<file path="config.mk">
export PLATFORM = sky130hd
export DESIGN_NAME = cp_host_loader_flat
export DESIGN_NICKNAME = d
export VERILOG_FILES = /design/src/rtl/cp_host_loader_if.sv /design/src/rtl/cp_host_loader.sv /design/src/flat_wrapper.sv
export SDC_FILE = /design/constraint.sdc
export NUM_CORES = 1
export LEC_CHECK = 0
export BUFFER_PORTS_ARGS = -buffer_cell sky130_fd_sc_hd__buf_2
export CAP_MARGIN = 25
export CORE_AREA = 2 2 163 165
export DETAILED_ROUTE_END_ITERATION = 6
export DIE_AREA = 0 0 165 167
export SYNTH_ARGS = -nofsm -noshare
export SYNTH_HDL_FRONTEND = slang
export SYNTH_SLANG_ARGS = --single-unit
</file>
<file path="constraint.sdc">
create_clock -name clock -period 6 [get_ports clock]
set_input_delay 1.2 -clock clock [delete_from_list [all_inputs] [get_ports clock]]
set_output_delay 1.2 -clock clock [all_outputs]
set_load 0.05 [all_outputs]
</file>
<file path="src/rtl/cp_host_loader_if.sv">
// Bundle of host, result and memory-side signals for cp_host_loader.
// "master" is the host/environment side, "slave" is the loader itself.
interface cp_host_loader_if #(
    parameter int CP_D_WIDTH      = 72,
    parameter int CP_I_WIDTH      = 56,
    parameter int DMEM_ADDR_WIDTH = 10,
    parameter int IMEM_ADDR_WIDTH = 9
);
    // job request
    logic                       start;
    logic [IMEM_ADDR_WIDTH:0]   imem_len;
    logic [DMEM_ADDR_WIDTH:0]   dmem_len;
    logic [DMEM_ADDR_WIDTH-1:0] res_base;
    logic [DMEM_ADDR_WIDTH:0]   res_len;
    // host input stream
    logic                       in_valid;
    logic                       in_ready;
    logic [CP_D_WIDTH-1:0]      in_data;
    // result stream
    logic                       out_valid;
    logic                       out_ready;
    logic [CP_D_WIDTH-1:0]      out_data;
    // status
    logic                       busy;
    logic                       job_done;
    // coprocessor hand-off
    logic                       ext_cp_active;
    logic                       cp_ext_done;
    // memory ports
    logic [IMEM_ADDR_WIDTH-1:0] ext_imem_addr;
    logic [CP_I_WIDTH-1:0]      ext_imem_in;
    logic                       ext_imem_we;
    logic [DMEM_ADDR_WIDTH-1:0] ext_dmem_addr;
    logic [CP_D_WIDTH-1:0]      ext_dmem_in;
    logic                       ext_dmem_we;
    logic [CP_D_WIDTH-1:0]      dmem_ext_out;

    modport master (
        output start, imem_len, dmem_len, res_base, res_len,
        output in_valid, in_data, out_ready, cp_ext_done, dmem_ext_out,
        input  in_ready, out_valid, out_data, busy, job_done, ext_cp_active,
        input  ext_imem_addr, ext_imem_in, ext_imem_we,
        input  ext_dmem_addr, ext_dmem_in, ext_dmem_we
    );

    modport slave (
        input  start, imem_len, dmem_len, res_base, res_len,
        input  in_valid, in_data, out_ready, cp_ext_done, dmem_ext_out,
        output in_ready, out_valid, out_data, busy, job_done, ext_cp_active,
        output ext_imem_addr, ext_imem_in, ext_imem_we,
        output ext_dmem_addr, ext_dmem_in, ext_dmem_we
    );
endinterface

</file>
<file path="src/rtl/cp_host_loader.sv">
// Host-side job sequencer for the coprocessor: streams instruction and
// operand words into IMEM/DMEM, hands DMEM port C to the coprocessor while
// it runs, then reads a result window back out through a valid/ready port.
module cp_host_loader #(
    parameter int CP_D_WIDTH      = 72,
    parameter int CP_I_WIDTH      = 56,
    parameter int DMEM_ADDR_WIDTH = 10,
    parameter int IMEM_ADDR_WIDTH = 9
) (
    input logic              clock,
    input logic              reset,
    cp_host_loader_if.slave  bus
);
    localparam int IW = IMEM_ADDR_WIDTH;
    localparam int DW = DMEM_ADDR_WIDTH;
    localparam logic [IW:0] I_ONE = 1;
    localparam logic [DW:0] D_ONE = 1;

    typedef enum logic [2:0] {
        S_IDLE, S_LOAD_I, S_LOAD_D, S_RUN, S_RD_ADDR, S_RD_WAIT, S_RD_OUT, S_FIN
    } state_t;

    state_t state_q, state_d;

    // latched job parameters
    logic [IW:0]   imem_len_q;
    logic [DW:0]   dmem_len_q;
    logic [DW:0]   res_len_q;
    logic [DW-1:0] res_base_q;

    // counters are one bit wider than the address so a full-depth length terminates
    logic [IW:0]   icnt_q, icnt_d;
    logic [DW:0]   dcnt_q, dcnt_d;
    logic [DW:0]   ridx_q, ridx_d;

    logic [CP_D_WIDTH-1:0] out_data_q, out_data_d;

    // readback address wraps naturally at the DMEM address width
    logic [DW-1:0] rd_addr;
    assign rd_addr = res_base_q + ridx_q[DW-1:0];

    assign bus.out_data = out_data_q;

    // state register
    always_ff @(posedge clock or posedge reset) begin
        if (reset) begin
            state_q <= S_IDLE;
        end else begin
            state_q <= state_d;
        end
    end

    // counters, captured result and job parameters (latched on an accepted start)
    always_ff @(posedge clock or posedge reset) begin
        if (reset) begin
            icnt_q     <= '0;
            dcnt_q     <= '0;
            ridx_q     <= '0;
            out_data_q <= '0;
            imem_len_q <= '0;
            dmem_len_q <= '0;
            res_len_q  <= '0;
            res_base_q <= '0;
        end else begin
            icnt_q     <= icnt_d;
            dcnt_q     <= dcnt_d;
            ridx_q     <= ridx_d;
            out_data_q <= out_data_d;
            if (state_q == S_IDLE && bus.start) begin
                imem_len_q <= bus.imem_len;
                dmem_len_q <= bus.dmem_len;
                res_len_q  <= bus.res_len;
                res_base_q <= bus.res_base;
            end
        end
    end

    // next-state and counter updates
    always_comb begin
        state_d    = state_q;
        icnt_d     = icnt_q;
        dcnt_d     = dcnt_q;
        ridx_d     = ridx_q;
        out_data_d = out_data_q;
        case (state_q)
            S_IDLE: begin
                if (bus.start) begin
                    icnt_d = '0;
                    dcnt_d = '0;
                    ridx_d = '0;
                    if (bus.imem_len != '0) begin
                        state_d = S_LOAD_I;
                    end else if (bus.dmem_len != '0) begin
                        state_d = S_LOAD_D;
                    end else begin
                        state_d = S_RUN;
                    end
                end
            end
            S_LOAD_I: begin
                if (bus.in_valid) begin
                    icnt_d = icnt_q + I_ONE;
                    if (icnt_d == imem_len_q) begin
                        state_d = (dmem_len_q != '0) ? S_LOAD_D : S_RUN;
                    end
                end
            end
            S_LOAD_D: begin
                if (bus.in_valid) begin
                    dcnt_d = dcnt_q + D_ONE;
                    if (dcnt_d == dmem_len_q) begin
                        state_d = S_RUN;
                    end
                end
            end
            S_RUN: begin
                if (bus.cp_ext_done) begin
                    state_d = (res_len_q != '0) ? S_RD_ADDR : S_FIN;
                end
            end
            S_RD_ADDR: begin
                state_d = S_RD_WAIT;
            end
            S_RD_WAIT: begin
                out_data_d = bus.dmem_ext_out;
                state_d    = S_RD_OUT;
            end
            S_RD_OUT: begin
                if (bus.out_ready) begin
                    if (ridx_q + D_ONE == res_len_q) begin
                        state_d = S_FIN;
                    end else begin
                        ridx_d  = ridx_q + D_ONE;
                        state_d = S_RD_ADDR;
                    end
                end
            end
            S_FIN: begin
                state_d = S_IDLE;
            end
            default: begin
                state_d = S_IDLE;
            end
        endcase
    end

    // Moore/Mealy outputs; IDLE drives everything low, which also covers reset
    always_comb begin
        bus.in_ready      = 1'b0;
        bus.out_valid     = 1'b0;
        bus.busy          = (state_q != S_IDLE);
        bus.job_done      = 1'b0;
        bus.ext_cp_active = 1'b0;
        bus.ext_imem_addr = '0;
        bus.ext_imem_in   = '0;
        bus.ext_imem_we   = 1'b0;
        bus.ext_dmem_addr = '0;
        bus.ext_dmem_in   = '0;
        bus.ext_dmem_we   = 1'b0;
        case (state_q)
            S_LOAD_I: begin
                bus.in_ready      = 1'b1;
                bus.ext_imem_we   = bus.in_valid;
                bus.ext_imem_addr = icnt_q[IW-1:0];
                bus.ext_imem_in   = bus.in_data[CP_I_WIDTH-1:0];
            end
            S_LOAD_D: begin
                bus.in_ready      = 1'b1;
                bus.ext_dmem_we   = bus.in_valid;
                bus.ext_dmem_addr = dcnt_q[DW-1:0];
                bus.ext_dmem_in   = bus.in_data;
            end
            S_RUN: begin
                bus.ext_cp_active = 1'b1;
            end
            // the read address is held through the wait and output phases
            S_RD_ADDR, S_RD_WAIT: begin
                bus.ext_dmem_addr = rd_addr;
            end
            S_RD_OUT: begin
                bus.ext_dmem_addr = rd_addr;
                bus.out_valid     = 1'b1;
            end
            S_FIN: begin
                bus.job_done = 1'b1;
            end
            default: begin
            end
        endcase
    end
endmodule

</file>
<file path="src/flat_wrapper.sv">
// flat-port wrapper written by rule: the top's interface ports become plain ports
module cp_host_loader_flat 
#(
    parameter int CP_D_WIDTH      = 72,
    parameter int CP_I_WIDTH      = 56,
    parameter int DMEM_ADDR_WIDTH = 10,
    parameter int IMEM_ADDR_WIDTH = 9
)
  (clock, reset, bus_start, bus_imem_len, bus_dmem_len, bus_res_base, bus_res_len, bus_in_valid, bus_in_data, bus_out_ready, bus_cp_ext_done, bus_dmem_ext_out, bus_in_ready, bus_out_valid, bus_out_data, bus_busy, bus_job_done, bus_ext_cp_active, bus_ext_imem_addr, bus_ext_imem_in, bus_ext_imem_we, bus_ext_dmem_addr, bus_ext_dmem_in, bus_ext_dmem_we);
  cp_host_loader_if #(.CP_D_WIDTH(CP_D_WIDTH), .CP_I_WIDTH(CP_I_WIDTH), .DMEM_ADDR_WIDTH(DMEM_ADDR_WIDTH), .IMEM_ADDR_WIDTH(IMEM_ADDR_WIDTH)) bus_i ();
  input logic clock;
  input logic reset;
  input wire logic [$bits(bus_i.start)-1:0] bus_start;
  input wire logic [$bits(bus_i.imem_len)-1:0] bus_imem_len;
  input wire logic [$bits(bus_i.dmem_len)-1:0] bus_dmem_len;
  input wire logic [$bits(bus_i.res_base)-1:0] bus_res_base;
  input wire logic [$bits(bus_i.res_len)-1:0] bus_res_len;
  input wire logic [$bits(bus_i.in_valid)-1:0] bus_in_valid;
  input wire logic [$bits(bus_i.in_data)-1:0] bus_in_data;
  input wire logic [$bits(bus_i.out_ready)-1:0] bus_out_ready;
  input wire logic [$bits(bus_i.cp_ext_done)-1:0] bus_cp_ext_done;
  input wire logic [$bits(bus_i.dmem_ext_out)-1:0] bus_dmem_ext_out;
  output wire logic [$bits(bus_i.in_ready)-1:0] bus_in_ready;
  output wire logic [$bits(bus_i.out_valid)-1:0] bus_out_valid;
  output wire logic [$bits(bus_i.out_data)-1:0] bus_out_data;
  output wire logic [$bits(bus_i.busy)-1:0] bus_busy;
  output wire logic [$bits(bus_i.job_done)-1:0] bus_job_done;
  output wire logic [$bits(bus_i.ext_cp_active)-1:0] bus_ext_cp_active;
  output wire logic [$bits(bus_i.ext_imem_addr)-1:0] bus_ext_imem_addr;
  output wire logic [$bits(bus_i.ext_imem_in)-1:0] bus_ext_imem_in;
  output wire logic [$bits(bus_i.ext_imem_we)-1:0] bus_ext_imem_we;
  output wire logic [$bits(bus_i.ext_dmem_addr)-1:0] bus_ext_dmem_addr;
  output wire logic [$bits(bus_i.ext_dmem_in)-1:0] bus_ext_dmem_in;
  output wire logic [$bits(bus_i.ext_dmem_we)-1:0] bus_ext_dmem_we;
  assign bus_i.start = bus_start;
  assign bus_i.imem_len = bus_imem_len;
  assign bus_i.dmem_len = bus_dmem_len;
  assign bus_i.res_base = bus_res_base;
  assign bus_i.res_len = bus_res_len;
  assign bus_i.in_valid = bus_in_valid;
  assign bus_i.in_data = bus_in_data;
  assign bus_i.out_ready = bus_out_ready;
  assign bus_i.cp_ext_done = bus_cp_ext_done;
  assign bus_i.dmem_ext_out = bus_dmem_ext_out;
  assign bus_in_ready = bus_i.in_ready;
  assign bus_out_valid = bus_i.out_valid;
  assign bus_out_data = bus_i.out_data;
  assign bus_busy = bus_i.busy;
  assign bus_job_done = bus_i.job_done;
  assign bus_ext_cp_active = bus_i.ext_cp_active;
  assign bus_ext_imem_addr = bus_i.ext_imem_addr;
  assign bus_ext_imem_in = bus_i.ext_imem_in;
  assign bus_ext_imem_we = bus_i.ext_imem_we;
  assign bus_ext_dmem_addr = bus_i.ext_dmem_addr;
  assign bus_ext_dmem_in = bus_i.ext_dmem_in;
  assign bus_ext_dmem_we = bus_i.ext_dmem_we;
  cp_host_loader #(.CP_D_WIDTH(CP_D_WIDTH), .CP_I_WIDTH(CP_I_WIDTH), .DMEM_ADDR_WIDTH(DMEM_ADDR_WIDTH), .IMEM_ADDR_WIDTH(IMEM_ADDR_WIDTH)) u_core (.clock(clock), .reset(reset), .bus(bus_i));
endmodule
</file>
### Word level (Yosys, flattened, before mapping)

Index checks and enable logic that the tools add are counted.

* register bits: 149
* latch bits: 0
* memory bits (writable): 0
* bits in read-only memories: 0
* input bits: 192
* output and inout bits: 226
* logic and storage cells: 79
* memories: 0

* add/sub/neg operators: 4
* $mul: 0
* divide/modulo/power cells: 0
* order comparisons: 0
* equality and inequality tests: 18
* shifts and indexed selects: 0
* multiplexer cells: 32
* bitwise logic cells: 0
* reduce and logical (&&, ||, !) cells: 16

Operators with widths (number)
* 72-bit two-way mux: 1
* 56-bit two-way mux: 1
* 11-bit two-way mux: 4
* 11-bit case mux with 2 select lines: 2
* 10-bit case mux with 2 select lines: 2
* 11-bit nonzero test: 3
* 3-bit two-way mux: 8
* 3-bit case mux with 8 select lines: 1
* 11-bit by 1-bit adder with 11-bit output, second input constant: 2
* 11-bit == test: 2
* 10-bit two-way mux: 2
* 3-bit == test, second input constant: 4
* 2-bit != test, second input constant: 6
* 10-bit by 1-bit adder with 10-bit output, second input constant: 1
* 10-bit adder: 1
* 10-bit == test: 1
* 10-bit nonzero test: 1
* 9-bit two-way mux: 1
* 1-bit two-way mux: 8
* 7-bit AND reduction: 1
* 3-bit by 2-bit == test with 1-bit output, second input constant: 2
* 3-bit AND reduction: 2
* 2-bit nonzero test: 3
* 2-bit two-way mux: 2
* other kinds (8): 9

### Logic depth before layout (Yosys ltp)

* depth in word-level cells: 5
* gate-level depth with buffers: 11

### Worst setup path before layout

No wires, ideal clock.

* path kind: reg2out
* from: register u_core.ridx_q[0]
* to: output port bus_ext_dmem_addr[8]
* arrival: 3145 ps
* data required time: 4800 ps
* slack: 1655 ps
* stages on the path, launching flop included: 12
* buffers on the path: 0
* cells stage by stage: dfrtp_1 > ha_1 > inv_1 > fa_1 > nor2b_1 > o21ai_0 > a21boi_0 > o21ai_0 > a21boi_0 > o21a_1 > nor3_1 > o31ai_1

* longest elaborated chain between the ends: 2

RTL lines
* start, declared: RTL line cp_host_loader.sv:34 `logic [DW:0] ridx_q, ridx_d;`
* start signal, assigned: RTL line cp_host_loader.sv:67 `ridx_q <= ridx_d;`
* 10-bit adder: RTL line cp_host_loader.sv:40 `assign rd_addr = res_base_q + ridx_q[DW-1:0];`
* 10-bit case mux with 2 select lines: RTL line cp_host_loader.sv:160 `case (state_q)`
* end, declared: RTL line flat_wrapper.sv:32 `output wire logic [$bits(bus_i.ext_dmem_addr)-1:0] bus_ext_dmem_addr;`

Every way passes these cells.

### Final worst setup path

Same ends and word-level chain as after synthesis.

==> results.py <==
metrics = {
    "cts": {
        "cts.clk_slew.worst_paths_ns": 0.06,
        "cts_resized": 0,
        "cts_sinks": 149,
        "h-tree-depth": 4,
        "clock_latency_ns": 0.42,
        "cts_buffer_depth": 2,
        "cts_root_buf": "clkbuf_16",
        "cts_tree": "yes",
        "cts_made_buffers": 17,
        "post_cts.repair.setup_buffers": 0,
        "hold_buffers": 0,
    },
    "min_path": {
        "hold_class": "reg2reg",
    },
    "setup_path": {
        "cp-endpoint": "bus_ext_dmem_addr[8]",
        "cp-start-kind": "flip-flop",
        "worst-setup-path-type": "reg2out",
        "worst-path-max-fanout": 9,
        "end_kind": "output pin",
        "r2r_slack_ns": 2.69,
        "worstPathRequired_ns": 4.80,
        "crit_start": "u_core.ridx_q[0]",
        "ff2ff_path_depth": 9,
        "worstReg2RegStart": "u_core.ridx_q[1]",
        "r2r_end": "u_core.ridx_q[6]",
        "worstPathArrival_ns": 3.21,
    },
    "synth": {
        "post-synth-top-area-cell": "dfrtp_1",
        "synth_async_sr_flop_share_pct": 100,
        "muxShareOfSynthArea_pct": 15.4,
        "yosysSeqAreaShare_pct": 44.7,
        "synth_top_family_by_area": "simple AND/OR/NAND/NOR gates",
        "synth_flop_cell": "dfrtp_1",
        "synth_area_per_cell_um2": 10.3,
        "synth_edf_count": 0,
        "synthesis.area_mm2": 0.00834,
        "synth_compound_area_share_pct": 8.97,
        "ys_seq_elements": 149,
        "synthTopCellsByArea": "dfrtp_1 45%, mux2_2 15%, and2_1 10%",
        "synth_nets": 1016,
        "synthCells": 811,
        "synth.distinct_cells": 66,
        "yosys.area_share.simple_pct": 21.0,
        "synth-adder-area-share_pct": 2.04,
        "synth_top_area_share_pct": 44.7,
        "synth_xor_area_share_pct": 4.92,
        "yosysWarningCount": 0,
    },
    "sta": {
        "fmax_mhz": 227,
        "slew_violations": 0,
        "tns_ns": 0,
        "fin_crit_sh_pct": 73.5,
        "rsz0062_at_grt": "false",
        "hold_viol": 0,
        "setup_viol": 0,
        "period_needed_ns": 4.41,
        "max_slew_margin_pct": 36.5,
        "worstMarginPinSlew_ns": 0.952,
        "fin_skew_ns": 0.0199,
    },
    "finish": {
        "syn2layout_area_growth_pct": 35.8,
        "design_area_mm2": 0.0113,
        "drive_above_1_share_pct": 48.0,
        "mostFrequentLayoutCell": "buf_2",
        "layout_common_cells": "417 x buf_2, 149 x dfrtp_1, 140 x and2_1",
        "n_antenna_cell": 0,
        "finalNetCount": 1410,
    },
    "floorplanning": {
        "die_w_um": 165,
        "rows": 59,
        "core_area_mm2": 0.0258,
        "dieArea_mm2": 0.0276,
        "initial_core_util_pct": 32.4,
        "ios": 418,
        "die-height_um": 167,
    },
    "place": {
        "post_dp_cell_area_mm2": 0.0107,
        "io_buffers": 417,
        "dp_hpwl_mm": 20.0,
        "routabilityCongestion": 0.827,
    },
    "detailed_routing": {
        "final_antenna_net_count": 0,
        "drt_iter0_drc": 279,
        "post_drt_wl_per_cell_um": 16.8,
        "routed-wl-met2_mm": 12.7,
        "wl_mm": 26.1,
        "vias": 7549,
        "wl_met3_mm": 2.33,
        "wl_met1_mm": 10.7,
        "top_layer_used": "met5",
        "drt-pass1-iter-count": 4,
        "avgViaCountPerCell": 4.86,
        "route.detailed.drc": 0,
    },
    "flow_run": {
        "drv_cap": 0,
    },
    "grt": {
        "grt_pass1_wl_mm": 40.3,
        "grt_pass1_vias": 7529,
        "antenna_found_initial": 2,
        "grt_use_total_pct": 18.7,
        "gr-total-overflow": 0,
        "grt_max_degree": 105,
    },
    "pwr": {
        "peakVddDrop_mv": 0.479,
        "power_density_mw_per_mm2": 592,
        "leakage_uw": 0.00565,
    },
    "outcome": {
        "outcome": "finished, final reports clean",
    },
}
==> worst min-delay path by stage <==
stage	from	endpoint	slack, ns	depth (start not counted)
floorplan	u_core.dcnt_q[10]	u_core.dcnt_q[10]	0.47	2
global placement	u_core.bus.out_data[29]	u_core.bus.out_data[29]	0.48	1
detailed placement	u_core.bus.out_data[37]	u_core.bus.out_data[37]	0.49	1
CTS	u_core.ridx_q[10]	u_core.ridx_q[10]	0.50	1
global route	u_core.bus.out_data[18]	u_core.bus.out_data[18]	0.51	1
finish	u_core.ridx_q[10]	u_core.ridx_q[10]	0.50	1
==> critical path, stage by stage, from the launching register on <==
cell	delay (ns)
dfrtp_1	0.50
ha_1	0.23
inv_1	0.06
fa_1	0.40
nor2b_1	0.12
o21ai_0	0.10
a21boi_0	0.27
o21ai_0	0.16
a21boi_0	0.19
o21a_1	0.15
nor3_1	0.05
o31ai_1	0.25
buf_2	0.31
==> power by group <==
| group | switching, uW | total (uW) | internal, uW |
|---|---|---|---|
| Sequential | 353 | 1790 | 1430 |
| Combinational | 2680 | 3820 | 1140 |
| Clock | 465 | 1100 | 633 |
==> layout make-up <==
cell class | instances | area [um^2]
Fill cell | 2529 | 14400
Multi-Input combinational cell | 599 | 4380
Sequential cell | 149 | 3730
Timing Repair Buffer | 422 | 2140
Clock buffer | 20 | 447
Tap cell | 335 | 419
Clock inverter | 12 | 143
Inverter | 16 | 65.1
==> sequential cells by signal (all words and copies together) (netlist names) <==
register and flops:
u_core.bus.out_data 72, u_core.dcnt_q 11, u_core.dmem_len_q 11, u_core.icnt_q 10, u_core.imem_len_q 10, u_core.res_base_q 10
u_core.res_len_q 11, u_core.ridx_q 11, u_core.state_q 3
==> layer usage <==
layer	up-vias	global-route usage, %
met4	2	4.23
met2	335	32.2
met5	-	0
met1	3589	22.7
li1	3605	-
met3	18	5.90
==> metrics by stage <==
| step | instances | utilization (%) | setup slack [ns] | power [uW] | hold WS, ns |
|---|---|---|---|---|---|
| detailed placement | 1520 | 41.6 | 2.06 | 5650 | 0.488 |
| global placement | 1520 | 41.6 | 2.15 | 5610 | 0.482 |
| CTS | 1552 | 43.9 | 1.60 | 6770 | 0.501 |
| global route | 1553 | 44.0 | 1.29 | 7090 | 0.511 |
| floorplan | 811 | - | 0.792 | 4710 | 0.469 |
| finish | 1553 | 44.0 | 1.59 | 6710 | 0.498 |
==> Yosys cell counts (3+ instances only) <==
cell type,instances
o21ai_0,43
ha_1,12
nor3_1,13
and2_1,140
clkbuf_1,30
xor2_1,20
or2_2,3
o21ai_1,10
mux2_2,114
o41ai_1,5
a31oi_1,8
nor2_1,32
nor4_1,11
nand2_1,53
buf_2,10
o31ai_1,11
nand4_1,7
buf_1,6
inv_1,15
nor2b_1,5
nand3b_1,3
a21oi_1,8
o21a_1,4
nand3_1,16
nor3b_1,6
dfrtp_1,149
xnor2_1,25
and3_1,5
==> cell families after synthesis <==
| family | count (synthesis) |
|---|---|
| compound gates | 115 |
| xor+xnor | 46 |
| fa+ha+maj | 13 |
| buf+inv | 63 |
| flops | 149 |
| mux | 114 |
| simple gates | 311 |
No activity file was read; power rests on OpenSTA's default activity.
